### config.mk
export PLATFORM = sky130hd
export DESIGN_NAME = perf_stats_dump_sequencer_flat
export DESIGN_NICKNAME = d
export VERILOG_FILES = /design/src/rtl/perf_stats_dump_sequencer_pkg.sv /design/src/rtl/perf_stats_dump_sequencer_if.sv /design/src/rtl/perf_stats_dump_sequencer.sv /design/src/flat_wrapper.sv
export SDC_FILE = /design/constraint.sdc
export NUM_CORES = 1
export LEC_CHECK = 0
export CORE_ASPECT_RATIO = 0.8
export CORE_MARGIN = 5
export CORE_UTILIZATION = 37
export CTS_BUF_LIST = sky130_fd_sc_hd__clkbuf_4 sky130_fd_sc_hd__clkbuf_8 sky130_fd_sc_hd__clkbuf_16
export DETAILED_ROUTE_END_ITERATION = 12
export GPL_ROUTABILITY_DRIVEN = 0
export PLACE_DENSITY = 0.86
export SKIP_CTS_REPAIR_TIMING = 1
export SYNTH_ARGS = -nofsm -noshare
export SYNTH_HDL_FRONTEND = slang
export SYNTH_SLANG_ARGS = --single-unit
### constraint.sdc
create_clock -name clock_i -period 1.6 [get_ports clock_i]
set_clock_uncertainty 0.05 [all_clocks]
set_input_delay 0.32 -clock clock_i [delete_from_list [all_inputs] [get_ports clock_i]]
set_output_delay 0.32 -clock clock_i [all_outputs]
set_load 0.03 [all_outputs]
### src/rtl/perf_stats_dump_sequencer_pkg.sv
// perf_dump_pkg: shared types and constants for the statistics dump sequencer.
package perf_dump_pkg;

   // Sequencer FSM states
   typedef enum logic [2:0] {
      ST_IDLE,
      ST_ISSUE,
      ST_WAIT,
      ST_PRESENT,
      ST_DONE
   } dump_state_e;

   // Bit of the controller comm word that enables counting
   localparam int COMM_COUNT_EN_BIT = 24;

   // Record select encodings understood by the controller
   localparam logic [1:0] SEL_STATS   = 2'd0;
   localparam logic [1:0] SEL_SAMPLER = 2'd1;
   localparam logic [1:0] SEL_TRACKER = 2'd2;
   localparam logic [1:0] SEL_EVICT   = 2'd3;

   // Largest number of words a single dump can return
   localparam int MAX_WORDS = 64;

endpackage

### src/rtl/perf_stats_dump_sequencer_if.sv
// Valid/ready word stream from the dump sequencer toward the host/UART bridge.
interface perf_stats_dump_sequencer_if;

   logic [31:0] data_o;
   logic        data_valid_o;
   logic        data_ready_i;

   // Sequencer side: produces words
   modport master (
      output data_o,
      output data_valid_o,
      input  data_ready_i
   );

   // Bridge side: consumes words
   modport slave (
      input  data_o,
      input  data_valid_o,
      output data_ready_i
   );

endinterface

### src/rtl/perf_stats_dump_sequencer.sv
// perf_stats_dump_sequencer: walks a window of statistics indices over the
// controller comm path and streams each returned word to the host.
// Optional feature macro: PERF_DUMP_FREEZE_EN (holds the controller count
// enable low for the whole dump so the snapshot is consistent).
module perf_stats_dump_sequencer
   import perf_dump_pkg::*;
#(
   parameter int READ_LATENCY = 1,
   parameter int IDX_BW       = 6
) (
   input  logic              clock_i,
   input  logic              reset_i,
   input  logic              start_i,
   input  logic              abort_i,
   input  logic              run_i,
   input  logic [1:0]        select_i,
   input  logic [IDX_BW-1:0] base_i,
   input  logic [IDX_BW:0]   count_i,
   output logic [31:0]       comm_o,
   output logic [1:0]        select_o,
   input  logic [31:0]       comm_i,
   perf_stats_dump_sequencer_if.master stream,
   output logic              busy_o,
   output logic              done_o
);

   localparam logic [2:0]      LAT_LAST  = 3'(READ_LATENCY - 1);
   localparam logic [IDX_BW:0] LAST_WORD = (IDX_BW + 1)'(1);

   dump_state_e       r_state;
   dump_state_e       w_state_nxt;
   logic [IDX_BW-1:0] r_idx;
   logic [IDX_BW:0]   r_remaining;
   logic [2:0]        r_lat;
   logic [1:0]        r_sel;
   logic [31:0]       r_data;

   logic w_accept;
   logic w_capture;
   logic w_xfer;
   logic w_leave;
   logic w_count_en;

   // State register
   always_ff @(posedge clock_i) begin
      // NOTE: sequential state uses non-blocking assignments so every flop
      // samples the pre-edge values regardless of block ordering.
      if (reset_i) r_state <= ST_IDLE;
      else         r_state <= w_state_nxt;
   end

   // Next-state decode, datapath strobes and status outputs
   always_comb begin
      // NOTE: every output of this block gets a default first, so no path
      // through the case can leave one unassigned and infer a latch.
      w_state_nxt         = r_state;
      w_accept            = 1'b0;
      w_capture           = 1'b0;
      w_xfer              = 1'b0;
      busy_o              = (r_state != ST_IDLE);
      done_o              = (r_state == ST_DONE);
      stream.data_valid_o = (r_state == ST_PRESENT);

      case (r_state)
         ST_IDLE: begin
            if (start_i) begin
               w_accept    = 1'b1;
               w_state_nxt = (count_i == '0) ? ST_DONE : ST_ISSUE;
            end
         end
         ST_ISSUE: w_state_nxt = ST_WAIT;
         ST_WAIT: begin
            if (r_lat == LAT_LAST) begin
               w_capture   = 1'b1;
               w_state_nxt = ST_PRESENT;
            end
         end
         ST_PRESENT: begin
            if (stream.data_ready_i) begin
               w_xfer      = 1'b1;
               w_state_nxt = (r_remaining == LAST_WORD) ? ST_DONE : ST_ISSUE;
            end
         end
         ST_DONE:  w_state_nxt = ST_IDLE;
         default:  w_state_nxt = ST_IDLE;
      endcase

      // Abort wins over everything once a dump is running
      if (abort_i && (r_state != ST_IDLE)) begin
         w_state_nxt = ST_IDLE;
         w_capture   = 1'b0;
         w_xfer      = 1'b0;
      end
   end

   // Any transition back to IDLE (completion or abort) parks the index at 0
   assign w_leave = (r_state != ST_IDLE) && (w_state_nxt == ST_IDLE);

   // Datapath: window pointer, remaining count, latency counter, capture
   always_ff @(posedge clock_i) begin
      if (reset_i) begin
         r_idx       <= '0;
         r_remaining <= '0;
         r_lat       <= '0;
         r_sel       <= SEL_STATS;
         r_data      <= '0;
      end else begin
         if (w_accept) begin
            r_sel       <= select_i;
            r_remaining <= count_i;
            // The index is what comm_o shows, so it only moves on ISSUE entry
            if (count_i != '0) r_idx <= base_i;
         end

         if (r_state == ST_ISSUE)     r_lat <= '0;
         else if (r_state == ST_WAIT) r_lat <= r_lat + 3'd1;

         if (w_capture) r_data <= comm_i;

         if (w_xfer) begin
            r_remaining <= r_remaining - LAST_WORD;
            // Natural wrap of the IDX_BW-bit index covers 63 -> 0
            if (r_remaining != LAST_WORD) r_idx <= r_idx + 1'b1;
         end

         if (w_leave) r_idx <= '0;
      end
   end

   // Count enable forwarded to the controller
`ifdef PERF_DUMP_FREEZE_EN
   assign w_count_en = run_i & (r_state == ST_IDLE);
`else
   assign w_count_en = run_i;
`endif

   // comm word: index field plus count enable, all other bits zero
   always_comb begin
      comm_o                    = '0;
      comm_o[IDX_BW-1:0]        = r_idx;
      comm_o[COMM_COUNT_EN_BIT] = w_count_en;
   end

   assign select_o    = busy_o ? r_sel : select_i;
   assign stream.data_o = r_data;

endmodule
### src/flat_wrapper.sv
// flat-port wrapper written by rule: the top's interface ports become plain ports
module perf_stats_dump_sequencer_flat import perf_dump_pkg::*;
#(
   parameter int READ_LATENCY = 1,
   parameter int IDX_BW       = 6
)
  (clock_i, reset_i, start_i, abort_i, run_i, select_i, base_i, count_i, comm_o, select_o, comm_i, busy_o, done_o, stream_data_o, stream_data_valid_o, stream_data_ready_i);
  perf_stats_dump_sequencer_if stream_i ();
  input  logic clock_i;
  input  logic reset_i;
  input  logic start_i;
  input  logic abort_i;
  input  logic run_i;
  input  logic [1:0] select_i;
  input  logic [IDX_BW-1:0] base_i;
  input  logic [IDX_BW:0] count_i;
  output logic [31:0] comm_o;
  output logic [1:0] select_o;
  input  logic [31:0] comm_i;
  output logic busy_o;
  output logic done_o;
  output wire logic [$bits(stream_i.data_o)-1:0] stream_data_o;
  output wire logic [$bits(stream_i.data_valid_o)-1:0] stream_data_valid_o;
  input wire logic [$bits(stream_i.data_ready_i)-1:0] stream_data_ready_i;
  assign stream_data_o = stream_i.data_o;
  assign stream_data_valid_o = stream_i.data_valid_o;
  assign stream_i.data_ready_i = stream_data_ready_i;
  perf_stats_dump_sequencer #(.READ_LATENCY(READ_LATENCY), .IDX_BW(IDX_BW)) u_core (.clock_i(clock_i), .reset_i(reset_i), .start_i(start_i), .abort_i(abort_i), .run_i(run_i), .select_i(select_i), .base_i(base_i), .count_i(count_i), .comm_o(comm_o), .select_o(select_o), .comm_i(comm_i), .stream(stream_i), .busy_o(busy_o), .done_o(done_o));
endmodule
==> results of run 1 <==
## final cells by class
cell class              count  share of cell area
clock buffers               5              0.0160
clock inverters             3             0.00611
inverters                   9             0.00786
multi-input cells         241               0.341
flip-flops and latches     53               0.248
well taps                  87              0.0253
repair buffers            141               0.355
## worst paths after layout
| check | to | slack [ns] | startpoint |
|---|---|---|---|
| max reg2reg | u_core.stream.data_o[10]$_SDFFE_PP0P_ | -0.20 | u_core.r_state[2]$_SDFF_PP0_ |
| min reg2reg | u_core.stream.data_o[19]$_SDFFE_PP0P_ | 0.41 | u_core.stream.data_o[19]$_SDFFE_PP0P_ |
| max | select_o[1] | -0.30 | u_core.r_state[2]$_SDFF_PP0_ |
| min | u_core.r_idx[1]$_SDFF_PP0_ | 0.35 | reset_i |
## metrics by stage
| step | TNS (ns) | cells |
|---|---|---|
| global route | -9.82 | 539 |
| floorplan | -0.0816 | 346 |
| CTS | -12.52 | 523 |
| global placement | -10.39 | 515 |
| detailed placement | -11.27 | 515 |
| finish | -7.02 | 539 |
## placed cells by master (no fill, tap or decap), types with 4 or more instances in the layout
cell type	n
clkdlybuf4s50_1	50
o21ai_0	4
clkbuf_8	5
conb_1	25
buf_12	4
dlymetal6s2s_1	38
a21oi_1	26
inv_1	9
nor2_1	12
a21oi_2	22
o22ai_1	4
nand3_1	7
ha_1	5
nand2_1	82
buf_4	30
dfxtp_1	50
a21oi_4	4
buf_6	13
## kinds of logic after synthesis
family,after synthesis,synth area share
AO/OA/AOI/OAI,82,0.203
adder cells (fa/ha/maj),5,0.0240
buffers and inverters,52,0.132
flip-flops,53,0.407
multiplexers,5,0.0207
other,1,0.00144
AND/OR/NAND/NOR,124,0.211
## registers in the layout, summed over array words and instances (netlist names)
name                  count
u_core.r_idx              6
u_core.r_lat              3
u_core.r_remaining        7
u_core.r_sel              2
u_core.r_state            3
u_core.stream.data_o     32
## worst register-to-register path: cells and delay by family, from the launching register on
kind                   cells  cell delay [ns]
AO/OA/AOI/OAI              2             0.28
buffers and inverters      4             0.61
flip-flops                 1             0.33
AND/OR/NAND/NOR            2             0.47
## routing by layer
layer	up-vias	wire, um	share of wire	track usage
met2	105	4080	0.51	0.267
met4	0	172	0.021	0.0494
met1	1255	3120	0.39	0.173
met5	-	0	0	0
met3	14	645	0.080	0.0646
li1	1305	-	-	-
## power breakdown
group / total, mW / internal, mW / switching, mW
sequential: 1.41 / 1.37 / 0.0406
clock: 0.789 / 0.320 / 0.469
combinational: 0.834 / 0.393 / 0.441
==> run metrics, run 1 <==
status=finished, violations left; failing checks=setup timing; Chip Width=104 um; clk_lat worst skew=0.30 ns; core area=0.00686 mm^2; Die Ht=85.0 um; CTS max path bufs=2; Crit path depth=3; Routed wire per std cell=14.9 um; Req. time, crit path=1.23 ns; post-layout util=0.627; total CTS buffers=5; Power Dens Cells=706 mW/mm^2; largest net degree at the start of global routing=24; post-route cell area=0.00430 mm^2; Period Utilization, post-route=1.19; Seq/Total Area, Yosys=0.407; DR iter-0 viols=44; footprint of the multi-input gates=0.00147 mm^2; GR Overflow Total=0; Max Freq=0.527 GHz; initial antenna violation count=0; Clk pin slew, worst setup/hold paths=0.10 ns; # Max-Cap Violations=0; Vias=2679; average cell area after synthesis=8.09 um^2; FP Rows=27; max-slew violations=0; CTS sink count=53; critical-path cell list=or3_4 > mux2_4 > buf_6; Crit path largest cell delay=0.42 ns; Buffers & Inverters on Critical Path=1; dpl cell area=0.00369 mm^2; Initial Util=0.380; hold path depth=4; FF-to-FF path depth=8; WS Path Type=reg2out; RSZ-0062 raised after global routing=yes; Fillers=567; Hold Vio Cnt, Final=0; number of synthesized flops with an enable pin=0; vias in the first global route=2522; Crit. End Element=output port; Synth Warn #=0; CP arrival=1.53 ns; DR vias/cell=4.97; CP top delay family=simple AND/OR/NAND/NOR gates; DRC Markers=0; Yosys cell types=45; TritonCTS clock tree=done; total wire length=8020 um; NumNets Final=509; Tot GR Track Use=0.154; I/O pin count=122; peak supply drop=0.428 mV; Port Buffers=94; Yosys top cell by area=dfxtp_1; Synth area leaders=dfxtp_1 (41%), nand2_1 (12%), a21oi_1 (9.2%); slowest CP cell=or3_4; layout cells sized above 1=0.250; most instantiated cells after synthesis=nand2_1 (83), dfxtp_1 (53), a21oi_1 (48); area grow syn2layout=65.1%; setup ws final=-0.299 ns; total power=3.03 mW; fin crit period=1.90 ns; Worst Path Max Fanout=3; Setup WS pre-CTS=-0.482 ns; ANT cells=0; drt first pass iters=4; first-pass GRT wire length=11600 um; CTS root buffer=clkbuf_8; Worst setup SP type=flip-flop; Synth async-reset ratio=0; Die ar.=0.00883 mm^2; hold slack=0.349 ns; # setup viols final=51; worst min-delay path category=in2reg; Antenna Violating Nets Remaining=0; Synth top area share=0.407; post-synthesis register bit count=53; Reg area=0.00106 mm^2; count leader, synth=nand2_1; Leakage=2.27 nW; # H-tree levels=2; Primary FF master, synth=dfxtp_1; HPWL Detailed=5600 um; Mapped Cells=322; post-synthesis cell area=0.00260 mm^2
No activity file was read; power rests on OpenSTA's default activity.
==> run 2: changes to the inputs <==
PLACE_DENSITY = 0.77   (was 0.86)
==> run 2 against run 1 <==
  * The flow still finishes with violations (setup timing)
  * Non-clock buffer count shrank 1
  * Via count shrank 1.9%
  * Worst setup slack gained 0.024 ns
  * Largest cell class is now multi-input combinational cells
  * Total power grew 8.4%
==> run metrics, run 2 (synthesis gave the netlist of run 1 again) <==
drt first pass iters=4; CTS sink count=53; footprint of the multi-input gates=0.00147 mm^2; setup ws final=-0.275 ns; core area=0.00686 mm^2; # Max-Cap Violations=0; failing checks=setup timing; area grow syn2layout=64.1%; initial antenna violation count=0; Initial Util=0.380; Buffers & Inverters on Critical Path=1; Clk pin slew, worst setup/hold paths=0.10 ns; CP arrival=1.50 ns; vias in the first global route=2450; Die Ht=85.0 um; Antenna Violating Nets Remaining=0; Port Buffers=94; CTS max path bufs=2; status=finished, violations left; critical-path cell list=or3_4 > mux2_4 > buf_6; CTS root buffer=clkbuf_8; placed cells=517; RSZ-0062 raised after global routing=yes; Worst Path Max Fanout=3; RR Startpoint=u_core.r_state[2]$_SDFF_PP0_; fin crit period=1.87 ns; hold slack=0.355 ns; post-layout util=0.623; NumNets Final=508; total wire length=8070 um; worst min-delay path category=in2reg; # setup viols final=54; Vias=2627; DR iter-0 viols=89; TritonCTS clock tree=done; fin cells=538; clk_lat worst skew=0.30 ns; I/O pin count=122; HPWL Detailed=5470 um; Req. time, crit path=1.23 ns; Crit path largest cell delay=0.41 ns; max reg flops=32; GR Overflow Total=0; hold wc startpoint=reset_i; Chip Width=104 um; FP Rows=27; max-slew violations=0; Routed wire per std cell=15.0 um; ANT cells=0; layout cells sized above 1=0.255; commonest non-fill, non-tap cell in the layout=nand2_1; first-pass GRT wire length=11400 um; Max Freq=0.533 GHz; total CTS buffers=5; most frequent cells in the layout=nand2_1 (76), clkdlybuf4s50_1 (50), dfxtp_1 (50), dlymetal6s2s_1 (38), buf_4 (33); Tot GR Track Use=0.152; peak supply drop=0.419 mV; largest net degree at the start of global routing=33; WS Path Type=reg2out; Hold Vio Cnt, Final=0; Fillers=595; Period Utilization, post-route=1.17; # H-tree levels=2; Die ar.=0.00883 mm^2; Crit. End Element=output port; slowest CP cell=or3_4; DR vias/cell=4.88; Leakage=2.27 nW; Worst setup SP type=flip-flop; Power Dens Cells=770 mW/mm^2; Setup WS pre-CTS=-0.462 ns; DRC Markers=0; CP Launch Point=u_core.r_state[2]$_SDFF_PP0_; Reg area=0.00106 mm^2; CP top delay family=simple AND/OR/NAND/NOR gates
-- run 2: area by class of cell --
cell class / count / share of cell area
sequential: 53 / 0.249
clock inverter: 3 / 0.0152
tap: 87 / 0.0255
inverter: 9 / 0.00791
multi-input combinational: 241 / 0.343
clock buffer: 5 / 0.0161
timing repair buffer: 140 / 0.343
-- run 2: final timing paths --
kind | cells after the start | slack (ns) | endpoint
worst max register to register | 6 | -0.24 | u_core.r_idx[0]$_SDFF_PP0_
worst min-delay path | 4 | 0.35 | u_core.r_idx[1]$_SDFF_PP0_
worst min register to register | 2 | 0.41 | u_core.stream.data_o[5]$_SDFFE_PP0P_
worst max-delay path | 3 | -0.27 | select_o[1]
-- run 2: worst register-to-register path, stage by stage (launching register included) --
cell and delay [ns]:
dfxtp_2 0.33, buf_4 0.18, or4b_4 0.56, a21oi_4 0.28
a21oi_4 0.10, mux2i_1 0.15, a21oi_1 0.07
-- run 2: per-layer routing --
| layer | vias to the layer above | track usage | part of all wire |
|---|---|---|---|
| met1 | 1240 | 0.178 | 0.41 |
| met4 | 0 | 0.0388 | 0.0084 |
| met5 | - | 0 | 0 |
| met2 | 82 | 0.270 | 0.51 |
| li1 | 1300 | - | - |
| met3 | 5 | 0.0510 | 0.071 |
-- run 2: where the power goes --
| group | total [mW] | switching, mW | internal (mW) |
|---|---|---|---|
| logic | 0.825 | 0.438 | 0.388 |
| registers | 1.41 | 0.0362 | 1.37 |
| clock network | 1.06 | 0.435 | 0.622 |
| total | 3.29 | 0.909 | 2.38 |
-- run 2: through the flow --
step,area (um^2),TNS [ns],power (mW)
after detailed placement,3690,-11.36,2.15
final,4270,-9.35,3.29
after global routing,4270,-12.70,3.42
after CTS,3830,-11.85,3.21
after floorplan,2710,-0.0816,1.88
after global placement,3690,-10.49,2.14
